`src/rtl/calc_pkg.sv`:
```
// Shared calculator definitions: ALU opcode constants and the button-sequencer state encoding.
package calc_pkg;

  localparam logic [3:0] OP_AND = 4'b0000;
  localparam logic [3:0] OP_OR  = 4'b0001;
  localparam logic [3:0] OP_ADD = 4'b0010;
  localparam logic [3:0] OP_SUB = 4'b0110;
  localparam logic [3:0] OP_SLT = 4'b0111;
  localparam logic [3:0] OP_XOR = 4'b1001;
  localparam logic [3:0] OP_NOR = 4'b1010;
  localparam logic [3:0] OP_SLL = 4'b1101;

  typedef enum logic [1:0] {
    ST_IDLE  = 2'd0,
    ST_SETUP = 2'd1,
    ST_PRESS = 2'd2,
    ST_GAP   = 2'd3
  } enc_state_e;

  function automatic int max3(input int a, input int b, input int c);
    int m;
    m = (a > b) ? a : b;
    return (m > c) ? m : c;
  endfunction

endpackage

```
`src/rtl/op_to_buttons.sv`:
```
// Combinational inverse of the button decoder: opcode -> {l,c,r} levels plus an encodable flag.
module op_to_buttons
  import calc_pkg::*;
(
  input  logic [3:0] op_i,
  output logic       valid_o,
  output logic [2:0] btn_o
);

  // Opcode lookup; anything outside the eight supported opcodes is flagged invalid
  always_comb begin
    valid_o = 1'b1;
    btn_o   = 3'b000;
    case (op_i)
      OP_AND:  btn_o = 3'b010;
      OP_OR:   btn_o = 3'b011;
      OP_ADD:  btn_o = 3'b000;
      OP_SUB:  btn_o = 3'b001;
      OP_SLT:  btn_o = 3'b101;
      OP_XOR:  btn_o = 3'b110;
      OP_NOR:  btn_o = 3'b111;
      OP_SLL:  btn_o = 3'b100;
      default: begin
        valid_o = 1'b0;
        btn_o   = 3'b000;
      end
    endcase
  end

endmodule

```
`src/rtl/alu_op_encoder.sv`:
```
// Replays a requested ALU opcode as button levels followed by a timed btnd enter pulse.
module alu_op_encoder
  import calc_pkg::*;
#(
  parameter int SETUP_CYC = 4,
  parameter int HOLD_CYC  = 16,
  parameter int GAP_CYC   = 4
) (
  input  logic       clk,
  input  logic       reset,
  input  logic       req_valid,
  input  logic [3:0] req_op,
  output logic       req_ready,
  output logic       btnl,
  output logic       btnc,
  output logic       btnr,
  output logic       btnd,
  output logic       done,
  output logic       err
);

  localparam int MAX_CYC = max3(SETUP_CYC, HOLD_CYC, GAP_CYC);
  localparam int CNT_W   = ($clog2(MAX_CYC) < 1) ? 1 : $clog2(MAX_CYC);

  localparam logic [CNT_W-1:0] S_LOAD = CNT_W'(SETUP_CYC - 1);
  localparam logic [CNT_W-1:0] H_LOAD = CNT_W'(HOLD_CYC - 1);
  localparam logic [CNT_W-1:0] G_LOAD = CNT_W'(GAP_CYC - 1);
  localparam logic [CNT_W-1:0] CNT_ZERO = {CNT_W{1'b0}};
  localparam logic [CNT_W-1:0] CNT_ONE  = CNT_W'(1);

  enc_state_e       state_q;
  logic [CNT_W-1:0] cnt_q;
  logic [2:0]       lvl_q;
  logic             btnd_q;
  logic             ready_q;
  logic             done_q;
  logic             err_q;

  logic             map_valid_s;
  logic [2:0]       map_btn_s;

  op_to_buttons u_op_to_buttons (
    .op_i    (req_op),
    .valid_o (map_valid_s),
    .btn_o   (map_btn_s)
  );

  // Sequencer FSM; every output is a register so nothing on the inputs reaches the buttons combinationally
  always_ff @(posedge clk) begin
    if (reset) begin
      state_q <= ST_IDLE;
      cnt_q   <= CNT_ZERO;
      lvl_q   <= 3'b000;
      btnd_q  <= 1'b0;
      ready_q <= 1'b1;
      done_q  <= 1'b0;
      err_q   <= 1'b0;
    end else begin
      done_q <= 1'b0;
      err_q  <= 1'b0;
      case (state_q)
        ST_IDLE: begin
          if (req_valid && ready_q) begin
            if (map_valid_s) begin
              lvl_q   <= map_btn_s;
              cnt_q   <= S_LOAD;
              ready_q <= 1'b0;
              state_q <= ST_SETUP;
            end else begin
              err_q <= 1'b1;
            end
          end
        end
        ST_SETUP: begin
          if (cnt_q == CNT_ZERO) begin
            cnt_q   <= H_LOAD;
            btnd_q  <= 1'b1;
            state_q <= ST_PRESS;
          end else begin
            cnt_q <= cnt_q - CNT_ONE;
          end
        end
        ST_PRESS: begin
          if (cnt_q == CNT_ZERO) begin
            cnt_q   <= G_LOAD;
            btnd_q  <= 1'b0;
            state_q <= ST_GAP;
          end else begin
            cnt_q <= cnt_q - CNT_ONE;
          end
        end
        ST_GAP: begin
          if (cnt_q == CNT_ZERO) begin
            lvl_q   <= 3'b000;
            done_q  <= 1'b1;
            ready_q <= 1'b1;
            state_q <= ST_IDLE;
          end else begin
            cnt_q <= cnt_q - CNT_ONE;
          end
        end
        default: begin
          cnt_q   <= CNT_ZERO;
          lvl_q   <= 3'b000;
          btnd_q  <= 1'b0;
          ready_q <= 1'b1;
          state_q <= ST_IDLE;
        end
      endcase
    end
  end

  assign req_ready = ready_q;
  assign btnl      = lvl_q[2];
  assign btnc      = lvl_q[1];
  assign btnr      = lvl_q[0];
  assign btnd      = btnd_q;
  assign done      = done_q;
  assign err       = err_q;

endmodule

```
`config.mk`:
```
export PLATFORM = sky130hd
export DESIGN_NAME = alu_op_encoder
export DESIGN_NICKNAME = d
export VERILOG_FILES = /design/src/rtl/calc_pkg.sv /design/src/rtl/op_to_buttons.sv /design/src/rtl/alu_op_encoder.sv
export SDC_FILE = /design/constraint.sdc
export NUM_CORES = 1
export LEC_CHECK = 0
export CORE_UTILIZATION = 51
export DETAILED_ROUTE_END_ITERATION = 6
export MAX_ROUTING_LAYER = met4
export PLACE_DENSITY = 0.82
export SLEW_MARGIN = 20
export SYNTH_ARGS = -nofsm -noshare
export SYNTH_HDL_FRONTEND = slang
export SYNTH_SLANG_ARGS = --single-unit
```
`constraint.sdc`:
```
create_clock -name clk -period 2.35 [get_ports clk]
set_input_delay 0.235 -clock clk [delete_from_list [all_inputs] [get_ports clk]]
set_output_delay 0.235 -clock clk [all_outputs]
set_load 0.03 [all_outputs]
```
[Word-level counts from Yosys, hierarchy flattened]
Index checks and enable logic that the tools add are counted.
Cells by class
  $add $sub $neg: 1
  equal/unequal tests: 16
  mux-type cells: 26
  bitwise gates (word level): 3
  reduce and logical (&&, ||, !) cells: 13
Operators with widths (number)
  one-hot mux 3 bit (7 select lines): 1
  2-to-1 mux 4 bit: 5
  one-hot mux 4 bit (4 select lines): 1
  == test 4 bit, second input constant: 3
  != test 2 bit, second input constant: 6
  2-to-1 mux 2 bit: 5
  2-to-1 mux 3 bit: 3
  == test 4 x 3 -> 1 bit, second input constant: 2
  zero test 4 bit: 2
  one-hot mux 2 bit (4 select lines): 1
  OR reduction 8 bit: 1
  2-to-1 mux 1 bit: 7
  one-hot mux 3 bit (2 select lines): 1
  AND reduction 3 bit: 2
  AND reduction 5 bit: 1
  == test 2 bit, second input constant: 2
  == test 4 x 1 -> 1 bit, second input constant: 1
  == test 4 x 2 -> 1 bit, second input constant: 1
  one-hot mux 1 bit (2 select lines): 2
  AND reduction 4 bit: 1
  nonzero test 2 bit: 2
  subtractor 4 x 1 -> 4 bit, second input constant: 1
  NOT 1 bit: 3
  OR reduction 3 bit: 1
  other kinds (4): 4
Storage, ports and cells
  bits in registers: 13
  bits of input ports: 7
  logic and storage cells: 66

[Logic depth before layout (Yosys ltp)]
  depth in word-level cells: 6
  gate-level depth with buffers: 7

[Modules after synthesis]
A second synthesis with hierarchy kept.
Second synthesis, totals
  cells, all modules: 95
  area, all modules: 858.3 µm²
Modules (own cells, without submodules)
  alu_op_encoder: instances 1, cells each 80, area each 764.5 µm², seq. area each 260.2 µm²
  op_to_buttons: instances 1, cells each 15, area each 93.8 µm², seq. area each 0.0 µm²

[Least setup slack after synthesis]
OpenSTA, ideal clock, no wires.
  kind: reg2reg
  start: reg cnt_q[0]
  end: reg lvl_q[2]
  arrival time: 1676 ps
  required time: 2279 ps
  path slack: 603 ps
  stages on the path, launching flop included: 8
  path buffers: 0
  cell sequence: dfxtp_1 > inv_1 > ha_1 > nor3b_2 > nand2_1 > o2bb2ai_1 > or3_1 > a21oi_1
On the way
  longest elaborated chain between the ends: 3
Ends and longest elaborated chain
  from (decl): line alu_op_encoder.sv:32  | logic [CNT_W-1:0] cnt_q;
  from (signal assigned): line alu_op_encoder.sv:80  | cnt_q <= cnt_q - CNT_ONE;
  from (signal assigned): line alu_op_encoder.sv:89  | cnt_q <= cnt_q - CNT_ONE;
  from (signal assigned): line alu_op_encoder.sv:99  | cnt_q <= cnt_q - CNT_ONE;
  zero test 4 bit: line alu_op_encoder.sv:93  | if (cnt_q == CNT_ZERO) begin
  != test 2 bit (no source line)
  AND reduction 4 bit (no source line)
  to (signal assigned): line alu_op_encoder.sv:65  | lvl_q <= map_btn_s;
  to (decl): line alu_op_encoder.sv:33  | logic [2:0] lvl_q;
Every way passes these cells.
A chain may end at the register's enable or synchronous reset.

[Worst setup path after layout]
  start: reg cnt_q[0]
  end: reg lvl_q[0]
The elaborated chain is that of the path after synthesis.

==> reports/summary.json <==
{
  "clk_pin_slew": {"value": 0.08, "unit": "ns"},
  "antenna_found_initial": {"value": 0},
  "design.portCount": {"value": 14},
  "max-clock-path-buffers": {"value": 2},
  "cts_post_setup_buffers_inserted": {"value": 0},
  "gr-total-overflow": {"value": 0},
  "detailed_place_hpwl": {"value": 1.28, "unit": "mm"},
  "postSynthCellCount": {"value": 95},
  "finClkSkew": {"value": 0.000671, "unit": "ns"},
  "row_count": {"value": 14},
  "vias": {"value": 753},
  "postSynthRegisterBits": {"value": 13},
  "gp_congestion": {"value": 0.829},
  "areaGrowthSynthToFinish": {"value": 21.4, "unit": "%"},
  "portBuffers": {"value": 13},
  "run_status": {"value": "finished, final reports clean"},
  "ys_types": {"value": 33},
  "chipHeight": {"value": 42.2, "unit": "um"},
  "tightest_slew": {"value": 0.565, "unit": "ns"},
  "drt_drc_violations_left": {"value": 0},
  "synth_seq_area_share": {"value": 31.6, "unit": "%"},
  "worst-endpoint-required": {"value": 2.56, "unit": "ns"},
  "end_kind": {"value": "flop"},
  "cp.arrival": {"value": 2.23, "unit": "ns"},
  "rsz0062_at_grt": {"value": "no"},
  "fp.dieArea": {"value": 1780, "unit": "sq um"},
  "critical_path.cell_chain": {"value": "inv_1, ha_1, nor3b_2, nand2_1, o2bb2ai_1, or3_1, a21oi_1"},
  "setup-violations-final": {"value": 0},
  "synthesis.area": {"value": 823, "unit": "sq um"},
  "post-layout-total-power": {"value": 1.15, "unit": "mW"},
  "iter_0_drt_violations": {"value": 21},
  "worst_setup_path_start_kind": {"value": "flop"},
  "drt-vias-per-instance": {"value": 5.88},
  "cts_inserted_buffers": {"value": 3},
  "setup_tns": {"value": 0, "unit": "ns"},
  "timing.slew.headroom": {"value": 62.2, "unit": "%"},
  "holdBufCountCts": {"value": 0},
  "maximum_clock_frequency": {"value": 495, "unit": "MHz"},
  "finalCriticalPeriod": {"value": 2.02, "unit": "ns"},
  "net_count_of_the_finished_layout": {"value": 126},
  "share_of_post_route_cells_with_drive_strength_above_1": {"value": 11.6, "unit": "%"},
  "grt_first_pass_wirelength": {"value": 2.94, "unit": "mm"},
  "drt_wl_total": {"value": 1.69, "unit": "mm"},
  "peakVddDrop": {"value": 0.000630, "unit": "V"},
  "insertedDiodeCount": {"value": 0},
  "dieWidth": {"value": 42.2, "unit": "um"},
  "grt.total_usage": {"value": 22.1, "unit": "%"},
  "syn_nets": {"value": 108},
  "powerDensity": {"value": 1150, "unit": "nW/um^2"},
  "critical_path.max_fanout": {"value": 7},
  "grt_max_degree": {"value": 16},
  "htreeDepth": {"value": 1},
  "synth_warnings": {"value": 0},
  "drt_first_pass_iters": {"value": 4},
  "critical_path_class": {"value": "flop to flop"},
  "numClockSinks": {"value": 13},
  "initial_utilization": {"value": 54.7, "unit": "%"},
  "mean_syn_cell_area": {"value": 8.67, "unit": "sq um"},
  "floorplan.core_area": {"value": 1510, "unit": "sq um"},
  "cap_violations": {"value": 0},
  "ys_dominant_reg_cell": {"value": "sky130_fd_sc_hd__dfxtp_1"},
  "max_slew_violations": {"value": 0},
  "antenna_left": {"value": 0},
  "cts_tree": {"value": "built"},
  "cts_resized": {"value": 0},
  "slowest_delay": {"value": 0.38, "unit": "ns"},
  "count_of_flip_flops_with_a_built_in_enable_after_synthesis": {"value": 0},
  "fin_crit_sh": {"value": 86.0, "unit": "%"},
  "p_leak": {"value": 0.398, "unit": "nW"},
  "clk_latency": {"value": 0.28, "unit": "ns"},
  "grt_pass1_vias": {"value": 680},
  "finalHoldViolations": {"value": 0},
  "wl_per_cell": {"value": 13.2, "unit": "um"},
  "ys_async_sr_fraction": {"value": 0, "unit": "%"},
  "holdCritPathClass": {"value": "flop to flop"},
  "cts_root_buffer": {"value": "sky130_fd_sc_hd__clkbuf_4"},
  "worst_path_slowest_cell": {"value": "sky130_fd_sc_hd__nor3b_2"},
  "layout.core_utilization": {"value": 66.4, "unit": "%"}
}
[where the power goes]
group / internal [mW] / total, mW / leakage (nW) / switching [mW]
Combinational: 0.280 / 0.677 / 0.277 / 0.397
Clock: 0.0659 / 0.143 / 0.0150 / 0.0767
Sequential: 0.284 / 0.327 / 0.106 / 0.0425
[registers in the layout (all words and copies together), names as in the netlist]
register and count:
btnd 1, cnt_q 4, done 1, err 1
lvl_q 3, req_ready 1, state_q 2
[path summary, 6_finish.rpt]
check                   startpoint                    end  slack, ns  depth (start not counted)
max          cnt_q[0]$_SDFFE_PP0P_  lvl_q[0]$_SDFFE_PP0P_       0.33                          7
min          lvl_q[2]$_SDFFE_PP0P_  lvl_q[2]$_SDFFE_PP0P_       0.46                          2
max reg2reg  cnt_q[0]$_SDFFE_PP0P_  lvl_q[0]$_SDFFE_PP0P_       0.33                          7
min reg2reg  lvl_q[2]$_SDFFE_PP0P_  lvl_q[2]$_SDFFE_PP0P_       0.46                          2
[cell type report]
class,instances,area (sq um)
Tap cell,16,20.0
Sequential cell,13,260
Clock buffer,4,26.3
Fill cell,130,507
Multi-Input combinational cell,73,522
Timing Repair Buffer,15,145
Inverter,7,26.3
[kinds of logic after synthesis]
| family | synth area share, % |
|---|---|
| simple gates | 23.6 |
| compound gates | 25.4 |
| flops | 31.6 |
| buf+inv | 5.02 |
| fa+ha+maj | 9.12 |
| mux | 4.25 |
| xor+xnor | 1.06 |
[cells in the final DEF (no fill, tap or decap), types with 2 or more instances in the layout]
master,count
sky130_fd_sc_hd__nor2b_1,2
sky130_fd_sc_hd__nor3_1,7
sky130_fd_sc_hd__o22ai_1,2
sky130_fd_sc_hd__nor2_1,4
sky130_fd_sc_hd__ha_1,6
sky130_fd_sc_hd__mux2i_1,2
sky130_fd_sc_hd__inv_1,7
sky130_fd_sc_hd__buf_4,2
sky130_fd_sc_hd__dfxtp_1,13
sky130_fd_sc_hd__o21ai_0,6
sky130_fd_sc_hd__nand2b_1,3
sky130_fd_sc_hd__clkbuf_4,3
sky130_fd_sc_hd__nand3b_1,3
sky130_fd_sc_hd__or3_1,3
sky130_fd_sc_hd__a21oi_1,9
sky130_fd_sc_hd__clkdlybuf4s50_1,13
sky130_fd_sc_hd__nand2_1,7
sky130_fd_sc_hd__a211oi_1,3
[stage by stage]
stage,hold slack [ns],std cells,setup WS [ns],cell area [sq um]
4_1_cts,0.462,128,0.346,1000
6_report,0.458,128,0.329,1000
5_1_grt,0.487,128,0.101,1000
2_1_floorplan,0.312,95,0.603,823
3_3_place_gp,0.443,124,0.185,973
3_5_place_dp,0.450,124,0.0823,973
[critical path, delay by kind of cell, from the launching register on]
| family | cells | cell delay [ns] |
|---|---|---|
| flip-flops | 1 | 0.33 |
| AO/OA/AOI/OAI | 2 | 0.37 |
| buffers and inverters | 1 | 0.09 |
| AND/OR/NAND/NOR | 3 | 0.94 |
| adder cells (fa/ha/maj) | 1 | 0.22 |
[routing by layer]
metal | global-route usage [%] | part of all wire (%) | up-vias
met5 | - | 0 | -
met4 | 11.3 | 2.0 | 0
met3 | 2.59 | 6.1 | 5
met2 | 35.1 | 47 | 30
met1 | 27.7 | 45 | 336
li1 | - | - | 382
[synth_stat cells, drive strengths merged, types with 2 or more instances]
| cell | instances | area [sq um] |
|---|---|---|
| nor3 | 7 | 35.0 |
| nor2b | 2 | 12.5 |
| inv | 7 | 26.3 |
| nand3b | 3 | 22.5 |
| dfxtp | 13 | 260 |
| or3 | 4 | 30.0 |
| a211oi | 3 | 22.5 |
| a21oi | 9 | 45.0 |
| o22ai | 2 | 12.5 |
| nand2b | 3 | 18.8 |
| nor2 | 4 | 15.0 |
| ha | 6 | 75.1 |
| o21ai | 7 | 38.8 |
| mux2i | 2 | 20.0 |
| nand2 | 7 | 26.3 |
| o31ai | 2 | 33.8 |
Power figures use the tool's default switching activity.
